$ cat src/rtl/core_pkg.sv
// Shared core definitions: memory-op encoding, access sizes and MEM-stage state encoding.
package core_pkg;

  localparam logic [1:0] MEM_B = 2'd0;
  localparam logic [1:0] MEM_H = 2'd1;
  localparam logic [1:0] MEM_W = 2'd2;
  localparam logic [1:0] MEM_D = 2'd3;

  // Field layout of the 5-bit mem_op bus: [4] valid, [3] store, [2] unsigned, [1:0] size.
  typedef struct packed {
    logic       valid;
    logic       store;
    logic       uns;
    logic [1:0] size;
  } mem_op_t;

  typedef enum logic [1:0] {
    MS_IDLE = 2'd0,
    MS_BUSY = 2'd1,
    MS_DONE = 2'd2
  } ms_state_e;

  // Byte-lane enables for an access of the given size at byte offset off.
  function automatic logic [7:0] lane_sel(input logic [1:0] size, input logic [2:0] off);
    logic [7:0] base;
    case (size)
      MEM_B:   base = 8'h01;
      MEM_H:   base = 8'h03;
      MEM_W:   base = 8'h0F;
      default: base = 8'hFF;
    endcase
    return base << off;
  endfunction

  function automatic logic is_misaligned(input logic [1:0] size, input logic [2:0] off);
    case (size)
      MEM_B:   return 1'b0;
      MEM_H:   return off[0];
      MEM_W:   return |off[1:0];
      default: return |off;
    endcase
  endfunction

endpackage

$ cat src/rtl/load_align.sv
// Extracts a load lane from a 64-bit doubleword and sign/zero-extends it.
module load_align
  import core_pkg::*;
(
  input  logic [63:0] rdata,
  input  logic [2:0]  offset,
  input  logic [1:0]  size,
  input  logic        is_unsigned,
  output logic [63:0] data
);

  logic [63:0] shifted;

  always_comb begin
    shifted = rdata >> {offset, 3'b000};
    data    = '0;
    case (size)
      MEM_B:   data = is_unsigned ? {56'b0, shifted[7:0]}  : {{56{shifted[7]}},  shifted[7:0]};
      MEM_H:   data = is_unsigned ? {48'b0, shifted[15:0]} : {{48{shifted[15]}}, shifted[15:0]};
      MEM_W:   data = is_unsigned ? {32'b0, shifted[31:0]} : {{32{shifted[31]}}, shifted[31:0]};
      default: data = shifted;
    endcase
  end

endmodule

$ cat src/rtl/mem_stage.sv
// RV64 memory-access stage: passes ALU results through, or runs one req/ack data-bus
// transaction per load/store while stalling the pipeline.
module mem_stage
  import core_pkg::*;
#(
  parameter int unsigned XLEN    = 64,
  parameter int unsigned TIMEOUT = 255
) (
  input  logic            clk,
  input  logic            rst,
  input  logic [XLEN-1:0] alu_result_i,
  input  logic [XLEN-1:0] store_data_i,
  input  logic [4:0]      mem_op_i,
  input  logic [4:0]      reg_write_addr_i,
  input  logic            reg_write_enable_i,
  output logic [XLEN-1:0] result_o,
  output logic [4:0]      reg_write_addr_o,
  output logic            reg_write_enable_o,
  output logic            stall_req_o,
  output logic            exc_misaligned_o,
  output logic            exc_access_o,
  output logic            dbus_req_o,
  output logic            dbus_we_o,
  output logic [XLEN-1:0] dbus_addr_o,
  output logic [7:0]      dbus_sel_o,
  output logic [XLEN-1:0] dbus_wdata_o,
  input  logic [XLEN-1:0] dbus_rdata_i,
  input  logic            dbus_ack_i,
  input  logic            dbus_err_i
);

  localparam int unsigned CNT_W = (TIMEOUT > 0) ? $clog2(TIMEOUT + 1) : 1;
  localparam logic [CNT_W-1:0] CNT_LAST = (TIMEOUT > 0) ? CNT_W'(TIMEOUT - 1) : '0;
  localparam logic TIMEOUT_EN = (TIMEOUT > 0);

  ms_state_e       state_q, state_d;
  logic [CNT_W-1:0] cnt_q, cnt_d;
  logic            req_q, req_d;
  logic            we_q, we_d;
  logic [XLEN-1:0] addr_q, addr_d;
  logic [7:0]      sel_q, sel_d;
  logic [XLEN-1:0] wdata_q, wdata_d;
  logic [XLEN-1:0] rdata_q, rdata_d;
  logic            err_q, err_d;

  mem_op_t         op;
  logic [2:0]      off;
  logic [XLEN-1:0] load_data;
  logic [XLEN-1:0] wdata_rep;

  assign op  = mem_op_t'(mem_op_i);
  assign off = alu_result_i[2:0];

  load_align u_load_align (
    .rdata       (rdata_q),
    .offset      (off),
    .size        (op.size),
    .is_unsigned (op.uns),
    .data        (load_data)
  );

  always_comb begin
    case (op.size)
      MEM_B:   wdata_rep = {8{store_data_i[7:0]}};
      MEM_H:   wdata_rep = {4{store_data_i[15:0]}};
      MEM_W:   wdata_rep = {2{store_data_i[31:0]}};
      default: wdata_rep = store_data_i;
    endcase
  end

  // State and bus register bank.
  always_ff @(posedge clk) begin
    if (!rst) begin
      state_q <= MS_IDLE;
      cnt_q   <= '0;
      req_q   <= 1'b0;
      we_q    <= 1'b0;
      addr_q  <= '0;
      sel_q   <= '0;
      wdata_q <= '0;
      rdata_q <= '0;
      err_q   <= 1'b0;
    end else begin
      state_q <= state_d;
      cnt_q   <= cnt_d;
      req_q   <= req_d;
      we_q    <= we_d;
      addr_q  <= addr_d;
      sel_q   <= sel_d;
      wdata_q <= wdata_d;
      rdata_q <= rdata_d;
      err_q   <= err_d;
    end
  end

  // Next-state, bus loads and write-back outputs.
  always_comb begin
    state_d            = state_q;
    cnt_d              = cnt_q;
    req_d              = req_q;
    we_d               = we_q;
    addr_d             = addr_q;
    sel_d              = sel_q;
    wdata_d            = wdata_q;
    rdata_d            = rdata_q;
    err_d              = err_q;
    result_o           = '0;
    reg_write_enable_o = 1'b0;
    stall_req_o        = 1'b0;
    exc_misaligned_o   = 1'b0;
    exc_access_o       = 1'b0;

    case (state_q)
      MS_IDLE: begin
        if (!op.valid) begin
          result_o           = alu_result_i;
          reg_write_enable_o = reg_write_enable_i;
        end else if (is_misaligned(op.size, off)) begin
          exc_misaligned_o = 1'b1;
        end else begin
          stall_req_o = 1'b1;
          req_d       = 1'b1;
          we_d        = op.store;
          addr_d      = {alu_result_i[XLEN-1:3], 3'b000};
          sel_d       = lane_sel(op.size, off);
          wdata_d     = wdata_rep;
          cnt_d       = '0;
          state_d     = MS_BUSY;
        end
      end
      MS_BUSY: begin
        stall_req_o = 1'b1;
        cnt_d       = cnt_q + CNT_W'(1);
        if (dbus_ack_i || dbus_err_i) begin
          req_d   = 1'b0;
          rdata_d = dbus_rdata_i;
          err_d   = dbus_err_i;
          state_d = MS_DONE;
        end else if (TIMEOUT_EN && cnt_q == CNT_LAST) begin
          req_d   = 1'b0;
          err_d   = 1'b1;
          state_d = MS_DONE;
        end
      end
      MS_DONE: begin
        state_d = MS_IDLE;
        if (err_q) begin
          exc_access_o = 1'b1;
        end else if (!op.store) begin
          result_o           = load_data;
          reg_write_enable_o = reg_write_enable_i;
        end
      end
      default: state_d = MS_IDLE;
    endcase

    // Quiet outputs while held in reset.
    if (!rst && state_q == MS_IDLE) begin
      result_o           = '0;
      reg_write_enable_o = 1'b0;
      stall_req_o        = 1'b0;
      exc_misaligned_o   = 1'b0;
      exc_access_o       = 1'b0;
    end
  end

  assign reg_write_addr_o = reg_write_addr_i;
  assign dbus_req_o       = req_q;
  assign dbus_we_o        = we_q;
  assign dbus_addr_o      = addr_q;
  assign dbus_sel_o       = sel_q;
  assign dbus_wdata_o     = wdata_q;

endmodule

$ cat config.mk
export PLATFORM = sky130hd
export DESIGN_NAME = mem_stage
export DESIGN_NICKNAME = d
export VERILOG_FILES = /design/src/rtl/core_pkg.sv /design/src/rtl/load_align.sv /design/src/rtl/mem_stage.sv
export SDC_FILE = /design/constraint.sdc
export NUM_CORES = 1
export LEC_CHECK = 0
export ABC_AREA = 1
export CORE_AREA = 2 2 161 163
export CTS_BUF_LIST = sky130_fd_sc_hd__clkbuf_8
export CTS_CLUSTER_DIAMETER = 150
export CTS_CLUSTER_SIZE = 24
export DETAILED_ROUTE_END_ITERATION = 8
export DIE_AREA = 0 0 163 165
export PLACE_DENSITY = 0.8
export SETUP_SLACK_MARGIN = 0.1
export SYNTH_ARGS = -nofsm -noshare
export SYNTH_HDL_FRONTEND = slang
export SYNTH_SLANG_ARGS = --single-unit
$ cat constraint.sdc
create_clock -name clk -period 3.15 [get_ports clk]
set_input_delay 0.4725 -clock clk [delete_from_list [all_inputs] [get_ports clk]]
set_output_delay 0.4725 -clock clk [all_outputs]
set_load 0.1 [all_outputs]
* Word-level counts from Yosys, hierarchy flattened
Cells that the tools add are included.
W data, S select, Z words.
** Storage, ports and cells
- Input port bits :: 207
- Register bits :: 210
- Word-level logic and storage cells :: 84
** Cells by class
- Add/subtract/negate cells :: 1
- Bitwise logic cells :: 1
- Equal/unequal tests :: 8
- Reduce and logical (&&, ||, !) cells :: 15
- Multiplexer cells :: 48
- Shifts and indexed selects :: 2
** Operator list (count)
- $mux W64 :: 7
- $pmux W64 S3 :: 2
- $pmux W64 S2 :: 1
- $shr A64 B6 Y64 :: 1
- $mux W8 :: 5
- $pmux W8 S3 :: 1
- $mux W1 :: 22
- $pmux W8 S2 :: 1
- $reduce_and A3 Y1 :: 3
- $add A8 B1 Y8 const B :: 1
- $eq A8 B8 Y1 const B :: 1
- $mux W2 :: 4
- $shl A8 B3 Y8 :: 1
- $pmux W1 S2 :: 3
- $eq A2 B1 Y1 const B :: 2
- $eq A2 B2 Y1 const B :: 2
- $logic_not A2 Y1 :: 2
- $ne A2 B2 Y1 const B :: 2
- $pmux W2 S2 :: 1
- $reduce_and A2 Y1 :: 2
- $reduce_and A4 Y1 :: 1
- $reduce_bool A2 Y1 :: 2
- $ne A3 B3 Y1 const B :: 1
- $pmux W1 S3 :: 1
- 6 further kinds :: 6

* Longest topological paths before layout
- Depth after elaboration :: 8
- Mapped depth :: 14

* Cells and area by module
A second synthesis with hierarchy kept.
** Unflattened totals
- Cell total of the unflattened synthesis :: 2025
- Area, all modules :: 12406.9 um2
** By module, submodules not included
- mem_stage :: cells an instance 1550, area an instance 10028.4 um2, sequential area each 4204.0 um2, times used 1
- load_align :: cells an instance 475, area an instance 2378.5 um2, sequential area each 0.0 um2, times used 1

* Worst setup path after synthesis
Ideal clock, no wire load.
- Path type :: input-to-output
- Start point :: input port alu_result_i[0]
- End point :: output port exc_misaligned_o
- Buffers on the path :: 1
- Stages on the path :: 5
- Path slack :: -1127 ps
- Arrival :: 3804 ps
- Path through :: buf_4 > inv_2 > o21ai_2 > o211ai_2 > nor4_1
** On the way
- Cells in the longest elaborated chain, start to end :: 8
- Elaborated cells on any way between the ends :: 9
** Ends and longest elaborated chain
- start: declaration :: line mem_stage.sv:11 : input logic [XLEN-1:0] alu_result_i,
- $reduce_or A3 Y1 or $reduce_or A2 Y1 (tied branches) :: line core_pkg.sv:40, core_pkg.sv:39
- $pmux W1 S3 (*) :: line core_pkg.sv:36 : case (size)
- $mux W1 (*) :: line mem_stage.sv:115 : if (!op.valid) begin
- $mux W1 (*) :: line mem_stage.sv:113 : case (state_q)
- $mux W1 (*) :: line mem_stage.sv:118 : end else if (is_misaligned(op.size, off)) begin
- $mux W1 (*) :: line mem_stage.sv:115
- $mux W1 (*) :: line mem_stage.sv:113
- $mux W1 (*) :: line mem_stage.sv:158 : if (!rst && state_q == MS_IDLE) begin
- end: declaration :: line mem_stage.sv:20 : output logic exc_misaligned_o,
Every way passes the cells marked *; elsewhere a longest branch is shown, timed or not. The select of a mux whose other input is x is not followed.

* Worst setup path after layout
- Start point :: register state_q[0]
- End point :: output port result_o[2]
** On the way
- Cells in the longest elaborated chain, start to end :: 3
- Elaborated cells on any way between the ends :: 5
** Ends and longest elaborated chain
- start: declaration :: line mem_stage.sv:36 : ms_state_e state_q, state_d;
- start signal: assignment :: line mem_stage.sv:84 : state_q <= state_d;
- $eq A2 B2 Y1 or $logic_not A2 Y1 (tied branches) :: line mem_stage.sv:113, mem_stage.sv:158
- $pmux W64 S2 or $logic_and A1 B1 Y1 (tied branches) :: line mem_stage.sv:113, mem_stage.sv:158
- $mux W64 (*) :: line mem_stage.sv:158
- end: declaration :: line mem_stage.sv:16 : output logic [XLEN-1:0] result_o,
Every way passes the cells marked *; elsewhere a longest branch is shown, timed or not.

==> results.json <==
{
  "setup_viol": 0,
  "initial_core_util_pct": 44.1,
  "yosysWarnings": 0,
  "synthFlopType": "dfxtp_1",
  "max_freq_mhz": 338,
  "comb_power_share_pct": 40.2,
  "die_h_um": 165,
  "drv_slew": 0,
  "rows": 58,
  "core_mm2": 0.0250,
  "grt_pass1_vias": 11700,
  "clock-sinks": 210,
  "drtPass1Iterations": 7,
  "async_reset_ff_share_pct": 0,
  "seq_area_mm2": 0.00420,
  "hp-class": "input port to register",
  "drt-total-wl_um": 45100,
  "synth_cell_types": 36,
  "p_sw_share_pct": 42.3,
  "clkLatencyLatePin_ns": 0.55,
  "yosysMostFrequentCell": "nand2_1",
  "relSlewSlack_pct": 33.7,
  "antenna_found_initial": 1,
  "yosysTopAreaCell": "dfxtp_1",
  "worstSetupPathType": "register to output pin",
  "arrival_ns": 2.48,
  "n_fill_cell": 2282,
  "htree_levels": 1,
  "cts.clk_slew.worst_paths_ns": 0.14,
  "end_kind": "output pin",
  "avgRoutedWirePerCell_um": 19.0,
  "cts_buffers": 12,
  "die_area_mm2": 0.0269,
  "root_buffer": "clkbuf_8",
  "hold_viol": 0,
  "synth_commonest_cells": "nand2_1, o21ai_0, dfxtp_1, a21oi_1, nor2_1",
  "synth_area_per_cell_um2": 6.48,
  "finalNetCount": 2250,
  "powerDensity_mw_per_mm2": 428,
  "max-vdd-ir-drop_uv": 347,
  "grt_remaining_overflow": 0,
  "p_leak_nw": 6.97,
  "pwr-share-seq_pct": 42.0,
  "num_vias": 12900,
  "layout.cells.non_filler": 2372,
  "power_switching_w": 0.00294,
  "routed_via_density": 5.45,
  "area_growth_pct": 46.9,
  "crit_path_start_kind": "register",
  "cts_tree": "yes",
  "place.gp.congestion": 1.00,
  "total_power_w": 0.00695,
  "clock_skew_ns": 0.0386,
  "ys_seq_elements": 210,
  "post-route-drc-count": 0,
  "yosys-top-cells-area": "dfxtp_1, nand2_1, o21ai_0",
  "synth_cells": 1706,
  "drive_gt1_share_pct": 17.5,
  "cp.required_ns": 2.68,
  "tightest_slew_ns": 0.991,
  "postCtsHoldBufs": 0,
  "drtIter0Drc": 1388,
  "cts_buffer_depth": 3,
  "seq_area_frac_synth_pct": 38.0,
  "path_max_fanout": 26,
  "p_int_w": 0.00401,
  "cap_violations": 0,
  "grt_start_max_net_pins": 67,
  "synth_top_area_share_pct": 38.0,
  "dp.cells": 2351,
  "synth_edf_count": 0,
  "rsz0062_at_grt": "true",
  "io_buffers": 404,
  "num_io_pins": 418,
  "dp_hpwl_um": 34400,
  "die_w_um": 163,
  "grt_use_total_pct": 31.9,
  "clkPwrFrac_pct": 17.8,
  "period_share_pct": 93.8,
  "multiInputGateArea_mm2": 0.00627,
  "outcome": "complete, no violations",
  "finalCriticalPeriod_ns": 2.96,
  "grt_pass1_wl_um": 67600,
  "netlist_area_mm2": 0.0111,
  "final_antenna_net_count": 0
}
==> stage by stage <==
stage / hold WS (ns) / util (%) / TNS, ns / worst slack (ns) / area (um^2)
finish: 0.326 / 64.9 / 0 / 0.194 / 16200
global route: 0.336 / 64.9 / 0 / 0.0917 / 16200
CTS: 0.300 / 64.7 / 0 / 0.108 / 16200
detailed placement: 0.433 / 63.8 / -0.0106 / -0.0106 / 16000
global placement: 0.427 / 63.8 / 0 / 0.0212 / 16000
floorplan: 0.457 / - / 0 / 0.0567 / 11300
==> sequential cells by signal (all words and copies together) (netlist names) <==
name,flops
cnt_q,8
dbus_addr_o,61
dbus_req_o,1
dbus_sel_o,8
dbus_wdata_o,64
dbus_we_o,1
err_q,1
rdata_q,64
state_q,2
==> power groups by stage <==
stage          Combinational, W  Sequential (W)  Clock [W]
2_1_floorplan           0.00111         0.00370          0
3_3_place_gp            0.00275         0.00297          0
5_1_grt                 0.00292         0.00294    0.00134
6_report                0.00280         0.00292    0.00123
3_5_place_dp            0.00277         0.00297          0
4_1_cts                 0.00278         0.00292    0.00126
==> worst paths after layout <==
| check | slack [ns] | endpoint | start | cells past startpoint |
|---|---|---|---|---|
| setup / recovery | 0.19 | result_o[2] | state_q[0] | 7 |
| hold / removal | 0.33 | dbus_sel_o[4] | alu_result_i[2] | 3 |
| setup reg to reg | 1.26 | dbus_addr_o[24] | state_q[1] | 8 |
| hold reg to reg | 0.45 | dbus_addr_o[55] | dbus_addr_o[55] | 2 |
==> per-layer routing <==
metal | GRT usage [%] | share of wire [%] | up-vias
met3 | 5.93 | 9.4 | 83
met2 | 50.3 | 45 | 634
met5 | 0 | 0 | -
li1 | - | - | 6280
met4 | 8.17 | 2.6 | 0
met1 | 45.1 | 43 | 5940
==> cell families after synthesis <==
| logic type | Yosys count | share of synthesized area (%) |
|---|---|---|
| other | 1 | 0.0339 |
| adders and majority gates | 2 | 0.226 |
| buffers and inverters | 193 | 8.15 |
| DFF | 210 | 38.0 |
| AOI/OAI and AO/OA | 479 | 24.0 |
| xor gates and xnor gates | 2 | 0.159 |
| and+or+nand+nor | 819 | 29.4 |
==> final cells by class <==
cell class | instances | area share, %
inverters | 53 | 1.23
flip-flops and latches | 210 | 25.9
well taps | 330 | 2.54
repair buffers | 458 | 30.6
clock inverters | 2 | 0.108
clock buffers | 12 | 1.02
multi-input cells | 1306 | 38.6
diodes | 1 | 0.0154
==> critical path, cell delays in order, from the launching register on <==
cell       delay [ns]
dfxtp_1          0.36
inv_1            0.11
nand2_1          0.12
nor3_4           0.25
clkbuf_16        0.24
o21ai_0          0.27
a221oi_4         0.37
buf_12           0.22
==> cell usage in the layout (no fill, tap or decap), types with 3 or more instances in the layout <==
cell             netlist  routed
or2_2                 15      15
o21bai_1              32      32
a221oi_1              16      15
buf_12                 0      77
nand4_1                6       6
inv_2                  7       8
clkdlybuf4s50_1        0     218
conb_1                 1       3
nand3_1               66      65
o21ai_0              225     224
dfxtp_1              210     210
nand2_1              581     581
buf_4                 14     156
inv_1                 43      42
buf_2                 38       3
o21ai_1                8       9
a21oi_1              156      92
nor2_4                 3       6
o211ai_1              36      36
a21oi_2                0      64
clkbuf_8               0      12
nor2_1               140     136
clkinv_1               3       3
==> what timing repair did <==
action,CTS,global route
pin swaps,1,2
setup buffers,3,1
resized for setup,1,6
endpoints found under the hold margin,0,0
endpoints found under the setup margin,32,55
gates cloned,0,2
(Power assumes the default switching activity.)
